$ cat src/rtl/approx_adder_err_sweeper.sv
// Sweeps LFSR operand pairs through an approximate and an exact 16-bit adder and accumulates error stats.
// Optional FIRST_ERR_CAPTURE_EN macro adds capture of the first mismatching operand pair.
module approx_adder_err_sweeper #(
  parameter int CNT_W = 16
) (
  input  logic                 clk,
  input  logic                 rst,
  input  logic                 start,
  input  logic [CNT_W-1:0]     num_samples,
  input  logic [15:0]          seed_a,
  input  logic [15:0]          seed_b,
  output logic [15:0]          op_a,
  output logic [15:0]          op_b,
  input  logic [15:0]          y_apx,
  input  logic                 cout_apx,
  input  logic [15:0]          y_ext,
  input  logic                 cout_ext,
  output logic                 busy,
  output logic                 done,
  output logic [CNT_W-1:0]     err_count,
  output logic [16:0]          max_ed,
  output logic [CNT_W+16:0]    sum_ed
`ifdef FIRST_ERR_CAPTURE_EN
  ,
  output logic                 first_err_valid,
  output logic [15:0]          first_err_a,
  output logic [15:0]          first_err_b
`endif
);

  localparam logic [1:0] S_IDLE = 2'd0;
  localparam logic [1:0] S_LOAD = 2'd1;
  localparam logic [1:0] S_RUN  = 2'd2;
  localparam logic [1:0] S_DONE = 2'd3;

  localparam logic [15:0]      LFSR_MASK  = 16'hB400;
  localparam logic [15:0]      ZERO_SEED  = 16'hACE1;
  localparam logic [CNT_W-1:0] CNT_ONE    = {{(CNT_W-1){1'b0}}, 1'b1};
  localparam logic [CNT_W-1:0] CNT_ZERO   = {CNT_W{1'b0}};

  function automatic logic [15:0] lfsr_step(input logic [15:0] v);
    lfsr_step = v[0] ? ((v >> 1) ^ LFSR_MASK) : (v >> 1);
  endfunction

  // An all-zero Galois LFSR would lock up, so a zero seed is substituted.
  function automatic logic [15:0] seed_fix(input logic [15:0] v);
    seed_fix = (v == 16'h0000) ? ZERO_SEED : v;
  endfunction

  logic [1:0]          state_q, state_d;
  logic [15:0]         op_a_q, op_a_d, op_b_q, op_b_d;
  logic [CNT_W-1:0]    nsamp_q, nsamp_d, cnt_q, cnt_d, err_q, err_d;
  logic [16:0]         max_q, max_d;
  logic [CNT_W+16:0]   sum_q, sum_d;
  logic                busy_q, busy_d, done_q, done_d;
  logic [16:0]         e_s, p_s, ed_s;
  logic                start_ok_s;
`ifdef FIRST_ERR_CAPTURE_EN
  logic                fe_v_q, fe_v_d;
  logic [15:0]         fe_a_q, fe_a_d, fe_b_q, fe_b_d;
`endif

  assign e_s        = {cout_ext, y_ext};
  assign p_s        = {cout_apx, y_apx};
  assign ed_s       = (e_s >= p_s) ? (e_s - p_s) : (p_s - e_s);
  assign start_ok_s = start && ((state_q == S_IDLE) || (state_q == S_DONE));

  always_comb begin
    state_d = state_q;
    op_a_d  = op_a_q;
    op_b_d  = op_b_q;
    nsamp_d = nsamp_q;
    cnt_d   = cnt_q;
    err_d   = err_q;
    max_d   = max_q;
    sum_d   = sum_q;
    done_d  = 1'b0;
`ifdef FIRST_ERR_CAPTURE_EN
    fe_v_d  = fe_v_q;
    fe_a_d  = fe_a_q;
    fe_b_d  = fe_b_q;
`endif
    case (state_q)
      S_IDLE, S_DONE: begin
        if (start_ok_s) begin
          nsamp_d = num_samples;
          op_a_d  = seed_fix(seed_a);
          op_b_d  = seed_fix(seed_b);
          cnt_d   = CNT_ZERO;
          err_d   = CNT_ZERO;
          max_d   = 17'd0;
          sum_d   = {(CNT_W+17){1'b0}};
`ifdef FIRST_ERR_CAPTURE_EN
          fe_v_d  = 1'b0;
          fe_a_d  = 16'h0000;
          fe_b_d  = 16'h0000;
`endif
          if (num_samples == CNT_ZERO) begin
            state_d = S_DONE;
            done_d  = 1'b1;
          end else begin
            state_d = S_LOAD;
          end
        end else begin
          state_d = state_q;
        end
      end
      S_LOAD: state_d = S_RUN;
      S_RUN: begin
        if (ed_s != 17'd0) begin
          err_d = err_q + CNT_ONE;
        end else begin
          err_d = err_q;
        end
        if (ed_s > max_q) begin
          max_d = ed_s;
        end else begin
          max_d = max_q;
        end
        sum_d  = sum_q + {{CNT_W{1'b0}}, ed_s};
`ifdef FIRST_ERR_CAPTURE_EN
        if ((ed_s != 17'd0) && !fe_v_q) begin
          fe_v_d = 1'b1;
          fe_a_d = op_a_q;
          fe_b_d = op_b_q;
        end else begin
          fe_v_d = fe_v_q;
        end
`endif
        op_a_d = lfsr_step(op_a_q);
        op_b_d = lfsr_step(op_b_q);
        cnt_d  = cnt_q + CNT_ONE;
        // nsamp_q is never zero here: a zero request bypasses RUN entirely.
        if (cnt_q == (nsamp_q - CNT_ONE)) begin
          state_d = S_DONE;
          done_d  = 1'b1;
        end else begin
          state_d = S_RUN;
        end
      end
      default: state_d = S_IDLE;
    endcase
    busy_d = (state_d == S_LOAD) || (state_d == S_RUN);
  end

  // State, operand and statistics registers.
  always_ff @(posedge clk or posedge rst) begin
    if (rst) begin
      state_q <= S_IDLE;
      op_a_q  <= 16'h0000;
      op_b_q  <= 16'h0000;
      nsamp_q <= CNT_ZERO;
      cnt_q   <= CNT_ZERO;
      err_q   <= CNT_ZERO;
      max_q   <= 17'd0;
      sum_q   <= {(CNT_W+17){1'b0}};
      busy_q  <= 1'b0;
      done_q  <= 1'b0;
`ifdef FIRST_ERR_CAPTURE_EN
      fe_v_q  <= 1'b0;
      fe_a_q  <= 16'h0000;
      fe_b_q  <= 16'h0000;
`endif
    end else begin
      state_q <= state_d;
      op_a_q  <= op_a_d;
      op_b_q  <= op_b_d;
      nsamp_q <= nsamp_d;
      cnt_q   <= cnt_d;
      err_q   <= err_d;
      max_q   <= max_d;
      sum_q   <= sum_d;
      busy_q  <= busy_d;
      done_q  <= done_d;
`ifdef FIRST_ERR_CAPTURE_EN
      fe_v_q  <= fe_v_d;
      fe_a_q  <= fe_a_d;
      fe_b_q  <= fe_b_d;
`endif
    end
  end

  assign op_a      = op_a_q;
  assign op_b      = op_b_q;
  assign busy      = busy_q;
  assign done      = done_q;
  assign err_count = err_q;
  assign max_ed    = max_q;
  assign sum_ed    = sum_q;
`ifdef FIRST_ERR_CAPTURE_EN
  assign first_err_valid = fe_v_q;
  assign first_err_a     = fe_a_q;
  assign first_err_b     = fe_b_q;
`endif

endmodule
$ cat config.mk
export PLATFORM = sky130hd
export DESIGN_NAME = approx_adder_err_sweeper
export DESIGN_NICKNAME = d
export VERILOG_FILES = /design/src/rtl/approx_adder_err_sweeper.sv
export SDC_FILE = /design/constraint.sdc
export NUM_CORES = 1
export LEC_CHECK = 0
export BUFFER_PORTS_ARGS = -buffer_cell sky130_fd_sc_hd__buf_2
export CELL_PAD_IN_SITES_DETAIL_PLACEMENT = 1
export CELL_PAD_IN_SITES_GLOBAL_PLACEMENT = 1
export CORE_AREA = 2 2 160 162
export CTS_BUF_LIST = sky130_fd_sc_hd__clkbuf_8
export DETAILED_ROUTE_END_ITERATION = 8
export DIE_AREA = 0 0 162 164
export HOLD_SLACK_MARGIN = 0.12
export PLACE_DENSITY_LB_ADDON = 0.15
export SLEW_MARGIN = 20
export SYNTH_ARGS = -nofsm -noshare
export SYNTH_HDL_FRONTEND = slang
export SYNTH_SLANG_ARGS = --single-unit
$ cat constraint.sdc
create_clock -name clk -period 4.1 [get_ports clk]
set_input_delay 0.82 -clock clk [delete_from_list [all_inputs] [get_ports clk]]
set_output_delay 0.82 -clock clk [all_outputs]
set_load 0.01 [all_outputs]
==> flow_summary.json, run 1 <==
{
  "worst_slack_ns": -0.641,
  "rsz0062_at_grt": "yes",
  "start_util_pct": 38.7,
  "grt_first_pass_wirelength_mm": 52.8,
  "slew_headroom_pct": 41.6,
  "finalHoldViolations": 0,
  "yosys.area.top_type_share_pct": 34.9,
  "wl_per_cell_um": 18.7,
  "synthTopCellsByCount": "dfrtp_1, nand2_1, nor2_1, inv_1, ha_1",
  "cp_data_arrival_time_ns": 5.06,
  "worstPathRequired_ns": 4.42,
  "gp_congestion": 0.846,
  "async_flop_share_pct": 100,
  "slew_violations": 0,
  "clock_path_buffers": 2,
  "ys_seq_elements": 134,
  "fin_area_um2": 13600,
  "postCtsHoldBufs": 0,
  "drtIter0Drc": 472,
  "dp_hpwl_mm": 24.5,
  "skew_ns": 0.0223,
  "finalWirelength_mm": 33.8,
  "cts-root-buf": "clkbuf_8",
  "synth_cell_types": 73,
  "post-place-ws_ns": -1.29,
  "syn_nets": 1262,
  "synth_area_um2": 9600,
  "synth_most_common_cell": "dfrtp_1",
  "drc": 0,
  "post_route_cells_drive_above_1_share_pct": 39.4,
  "placement.cell_area_um2": 12200,
  "ant_nets": 0,
  "synth_edf_count": 0,
  "yosysWarnings": 0,
  "rows": 58,
  "criticalPathCategory": "input port to register",
  "cts_tree": "built",
  "dieArea_um2": 26600,
  "syn_avg_cell_area_um2": 8.72,
  "end_kind": "register",
  "cts.reportedPaths.clkPinSlew_ns": 0.08,
  "synthTopCellsByArea": "dfrtp_1, ha_1, a21oi_1, o21ai_0, nand2_1",
  "drv_cap": 0,
  "setup_viol": 52,
  "fin_crit_sh_pct": 116,
  "ir_drop_uv": 322,
  "cts_sinks": 134,
  "fin_cells": 1807,
  "grt_max_degree": 69,
  "die_w_um": 162,
  "fmax_ghz": 0.211,
  "status": "finished, violations left",
  "worst_setup_path_start_kind": "input port",
  "power_density_nw_per_um2": 681,
  "holdWs_ns": 0.460,
  "fin_nets": 1625,
  "tns_ns": -19.54,
  "dr.pass1.iters": 5,
  "yosysSeqAreaShare_pct": 34.9,
  "dp.cells": 1739,
  "synth_largest_area_cell": "dfrtp_1",
  "track_usage_pct": 24.9,
  "final.min_clock_period_ns": 4.74,
  "violations": "setup timing",
  "die_h_um": 164,
  "grt.overflow.total": 0,
  "coreArea_um2": 24800,
  "h-tree-depth": 4,
  "ys.flop_type": "dfrtp_1",
  "clk_latency_ns": 0.46,
  "fill_cells": 2962,
  "ioPinCount": 185,
  "syn2layout_area_growth_pct": 41.7,
  "antenna_found_initial": 0,
  "hold_class": "input port to async pin",
  "synthCells": 1101,
  "worst_slew_pin_slew_ns": 0.868,
  "vias": 9852,
  "cts_buffers": 17,
  "n_antenna_cell": 0,
  "grt_pass1_vias": 10200,
  "port_buffers": 184,
  "routed_via_density": 5.45,
  "power_leakage_nw": 6.46,
  "crit_path_max_fanout": 4
}
[path summary, 6_finish.rpt]
| check | start | end | slack (ns) | cells after the start |
|---|---|---|---|---|
| max | y_apx[1] | sum_ed[23]$_DFFE_PP0P_ | -0.64 | 21 |
| min reg2reg | op_b[9]$_DFFE_PP0P_ | op_b[9]$_DFFE_PP0P_ | 0.51 | 2 |
| min | rst | state_q[1]$_DFF_PP0_ | 0.46 | 2 |
| max reg2reg | state_q[0]$_DFF_PP0_ | sum_ed[25]$_DFFE_PP0P_ | 0.59 | 9 |
| min in group clk | op_b[9]$_DFFE_PP0P_ | op_b[9]$_DFFE_PP0P_ | 0.51 | 2 |
| max in group asynchronous | rst | sum_ed[25]$_DFFE_PP0P_ | 2.71 | 3 |
[metal layers]
metal,track usage [%],part of all wire (%)
met1,30.7,43
met2,45.4,52
met3,3.03,3.7
met4,7.68,1.9
met5,0,0
[sequential cells by signal, summed over array words and instances, names as in the netlist]
register / flops
busy: 1
err_count: 16
done: 1
op_b: 16
nsamp_q: 16
cnt_q: 16
op_a: 16
sum_ed: 33
state_q: 2
max_ed: 17
[power by group]
group / switching (mW) / total (mW) / internal, mW
Clock: 0.589 / 1.17 / 0.582
Sequential: 0.595 / 2.42 / 1.83
Combinational: 2.97 / 5.68 / 2.71
[cells in the final DEF, fill, tap and decap left out, types with 9 or more instances in the layout]
cell type	instances
and3_1	10
nor3_1	16
ha_4	15
nand4_1	21
nand3_1	32
xor2_1	30
a21o_1	16
buf_2	183
nand2_1	87
inv_1	79
a21oi_2	11
buf_6	20
dfrtp_1	134
o21a_1	13
o21ai_1	15
nor4_1	19
mux2_2	21
or3_1	12
o21ai_0	45
a22o_1	20
o21ai_2	9
o31ai_1	10
a21oi_1	59
xnor2_1	31
buf_4	191
nor2_1	80
o22ai_1	35
ha_1	56
clkbuf_8	19
[timing repair]
item                                    CTS  global route
resized for setup                        55            94
buffers inserted                         23            15
cloned                                    2             0
pin swaps                                44            85
endpoints found under the setup margin   41            59
[cell families (layout without fill, tap and decap cells)]
family / Yosys count / after routing / share of synthesized area, %
multiplexers: 33 / 33 / 3.84
buffers and inverters: 139 / 514 / 5.97
XOR/XNOR: 71 / 71 / 6.55
adder cells (fa/ha/maj): 76 / 76 / 10.1
AO/OA/AOI/OAI: 309 / 310 / 21.0
flip-flops: 134 / 134 / 34.9
AND/OR/NAND/NOR: 339 / 339 / 17.6
[critical path, stage by stage]
cell and delay, ns:
buf_8 0.08, clkinvlp_4 0.09, ha_4 0.22, nor2b_4 0.13, o31a_1 0.28, o41a_4 0.40, o211ai_4 0.21, nand2_4 0.11
mux2_4 0.37, ha_4 0.24, a21o_1 0.16, a21o_1 0.20, a2111oi_4 0.38, nor3_2 0.08, o31a_1 0.32, o21ai_2 0.17
a21oi_2 0.10, a21oi_2 0.22, o21a_2 0.24, xor2_1 0.15, nor2_1 0.06
[cell type report]
type	count	area (um^2)	area share [%]
clock inverter	13	146	1.08
clock buffer	19	262	1.92
timing repair buffer	397	2630	19.3
sequential	134	3350	24.6
inverter	85	327	2.40
tap	330	413	3.03
multi-input combinational	829	6470	47.6
[through the flow]
| step | total power [mW] | util (%) |
|---|---|---|
| 3_3_place_gp | 7.02 | 49.0 |
| 2_1_floorplan | 5.34 | - |
| 4_1_cts | 8.83 | 52.6 |
| 3_5_place_dp | 7.20 | 49.0 |
| 5_1_grt | 9.96 | 54.8 |
| 6_report | 9.27 | 54.8 |
Power figures use the tool's default switching activity.
==> inputs of run 2 (changes only) <==
--- a/config.mk
+++ b/config.mk
@@ -8,13 +8,12 @@
 export BUFFER_PORTS_ARGS = -buffer_cell sky130_fd_sc_hd__buf_2
 export CELL_PAD_IN_SITES_DETAIL_PLACEMENT = 1
 export CELL_PAD_IN_SITES_GLOBAL_PLACEMENT = 1
-export CORE_AREA = 2 2 160 162
+export CORE_AREA = 2 2 185 141
 export CTS_BUF_LIST = sky130_fd_sc_hd__clkbuf_8
 export DETAILED_ROUTE_END_ITERATION = 8
-export DIE_AREA = 0 0 162 164
+export DIE_AREA = 0 0 187 143
 export HOLD_SLACK_MARGIN = 0.12
 export PLACE_DENSITY_LB_ADDON = 0.15
-export SLEW_MARGIN = 20
 export SYNTH_ARGS = -nofsm -noshare
 export SYNTH_HDL_FRONTEND = slang
 export SYNTH_SLANG_ARGS = --single-unit
==> flow_summary.json, run 2 (synthesized netlist as in run 1, its figures left out) <==
{
  "port_buffers": 184,
  "track_usage_pct": 25.5,
  "grt_first_pass_wirelength_mm": 54.4,
  "placement.cell_area_um2": 12200,
  "hold_path_end": "sum_ed[0]$_DFFE_PP0P_",
  "final_core_util_pct": 54.3,
  "ant_nets": 0,
  "grt_pass1_vias": 10200,
  "fin_cells": 1810,
  "cts-root-buf": "clkbuf_8",
  "fmax_ghz": 0.210,
  "post-place-ws_ns": -1.59,
  "slew_headroom_pct": 43.8,
  "drtIter0Drc": 436,
  "cp_data_arrival_time_ns": 5.10,
  "gp_congestion": 0.903,
  "final_cell_mix": "buf_4, buf_2, dfrtp_1, nand2_1",
  "holdWs_ns": 0.516,
  "grt.overflow.total": 0,
  "dp.cells": 1744,
  "slowest_stage": "o41a_4",
  "crit_path_max_fanout": 5,
  "regToRegSetupSlack_ns": 0.85,
  "hold_start": "sum_ed[0]$_DFFE_PP0P_",
  "end_kind": "register",
  "largest_register_ffs": 33,
  "power_density_nw_per_um2": 701,
  "fin_area_um2": 13500,
  "finalHoldViolations": 0,
  "cts_buffers": 17,
  "final.min_clock_period_ns": 4.75,
  "wl_per_cell_um": 18.7,
  "clk_latency_ns": 0.47,
  "n_antenna_cell": 0,
  "worstPathRequired_ns": 4.44,
  "cts_sinks": 134,
  "dieArea_um2": 26700,
  "ioPinCount": 185,
  "skew_ns": 0.0126,
  "power_leakage_nw": 6.45,
  "clock_path_buffers": 2,
  "slew_violations": 0,
  "die_h_um": 143,
  "reg2reg_to": "sum_ed[25]$_DFFE_PP0P_",
  "drc": 0,
  "cts_tree": "built",
  "cts.reportedPaths.clkPinSlew_ns": 0.08,
  "violations": "setup timing",
  "rows": 50,
  "timing.rr.start": "state_q[0]$_DFF_PP0_",
  "post_route_cells_drive_above_1_share_pct": 37.6,
  "die_w_um": 187,
  "h-tree-depth": 4,
  "hold_class": "register to register",
  "finalWirelength_mm": 33.8,
  "antenna_found_initial": 0,
  "start_util_pct": 38.7,
  "setup_viol": 57,
  "ir_drop_uv": 396,
  "fin_crit_sh_pct": 116,
  "fin_nets": 1621,
  "rsz0062_at_grt": "yes",
  "slowest_delay_ns": 0.40,
  "coreArea_um2": 24800,
  "grt_max_degree": 135,
  "postCtsHoldBufs": 0,
  "r2r_cells": 9,
  "routed_via_density": 5.41,
  "dp_hpwl_mm": 24.7,
  "worst_slack_ns": -0.654,
  "whs_path_depth": 2,
  "worst_slew_pin_slew_ns": 0.835,
  "status": "finished, violations left",
  "layout_commonest_cell": "buf_4",
  "vias": 9792,
  "worst_setup_path_start_kind": "input port",
  "dr.pass1.iters": 5,
  "criticalPathCategory": "input port to register",
  "syn2layout_area_growth_pct": 40.5,
  "drv_cap": 0
}
run 2: changes by cell type in the layout (fill, tap and decap cells not counted), sizes merged:
cell      before  now
o21a          16   15
bufinv         2    6
buf          397  392
clkinvlp       3    5
clkinv         5    3
clkbuf        19   20
inv           88   84
run 2: power breakdown:
part           internal, mW  switching [mW]  leakage (nW)
logic                  2.72            2.99          4.55
clock network         0.797           0.572         0.233
registers              1.83           0.558          1.67
total                  5.34            4.12          6.45
run 2: metrics by stage:
step / setup TNS (ns) / power, mW
6_report: -23.66 / 9.46
2_1_floorplan: -29.76 / 5.34
3_3_place_gp: -52.05 / 7.09
3_5_place_dp: -61.19 / 7.30
5_1_grt: -30.85 / 10.1
4_1_cts: -21.52 / 9.35
run 2: worst max-delay path: cells and delay by family:
kind | cells | cell delay (ns)
XOR/XNOR | 1 | 0.16
buffers and inverters | 6 | 0.73
adder cells (fa/ha/maj) | 2 | 0.63
AND/OR/NAND/NOR | 4 | 0.40
AO/OA/AOI/OAI | 11 | 2.05
multiplexers | 1 | 0.33
run 2: layout make-up:
type	instances	area (um^2)
fillers	2958	11300
multi-input cells	828	6260
flip-flops and latches	134	3350
repair buffers	394	2650
well taps	338	423
inverters	85	327
clock buffers	18	248
clock inverters	13	229
run 2: worst max path at each step:
stage	start	to	slack [ns]
finish	y_apx[1]	sum_ed[28]$_DFFE_PP0P_	-0.65
global route	y_apx[1]	sum_ed[28]$_DFFE_PP0P_	-0.80
CTS	y_apx[1]	sum_ed[19]$_DFFE_PP0P_	-0.53
detailed placement	y_apx[1]	max_ed[3]$_DFFE_PP0P_	-1.59
global placement	y_apx[1]	max_ed[13]$_DFFE_PP0P_	-1.25
floorplan	y_apx[1]	sum_ed[23]$_DFFE_PP0P_	-0.92
run 2: per-layer routing:
metal	share of wire [%]	wire (um)	track usage (%)	vias up
li1	-	-	-	4673
met1	49	16400	35.5	4885
met2	46	15400	40.9	202
met3	4.6	1540	5.46	32
met4	1.3	446	5.18	0
met5	0	0	0	-
run 2: what timing repair did:
item,in CTS,in global routing
resized for setup,83,35
endpoints found under the setup margin,41,58
cloned,3,1
buffers inserted,30,7
pin swaps,61,53
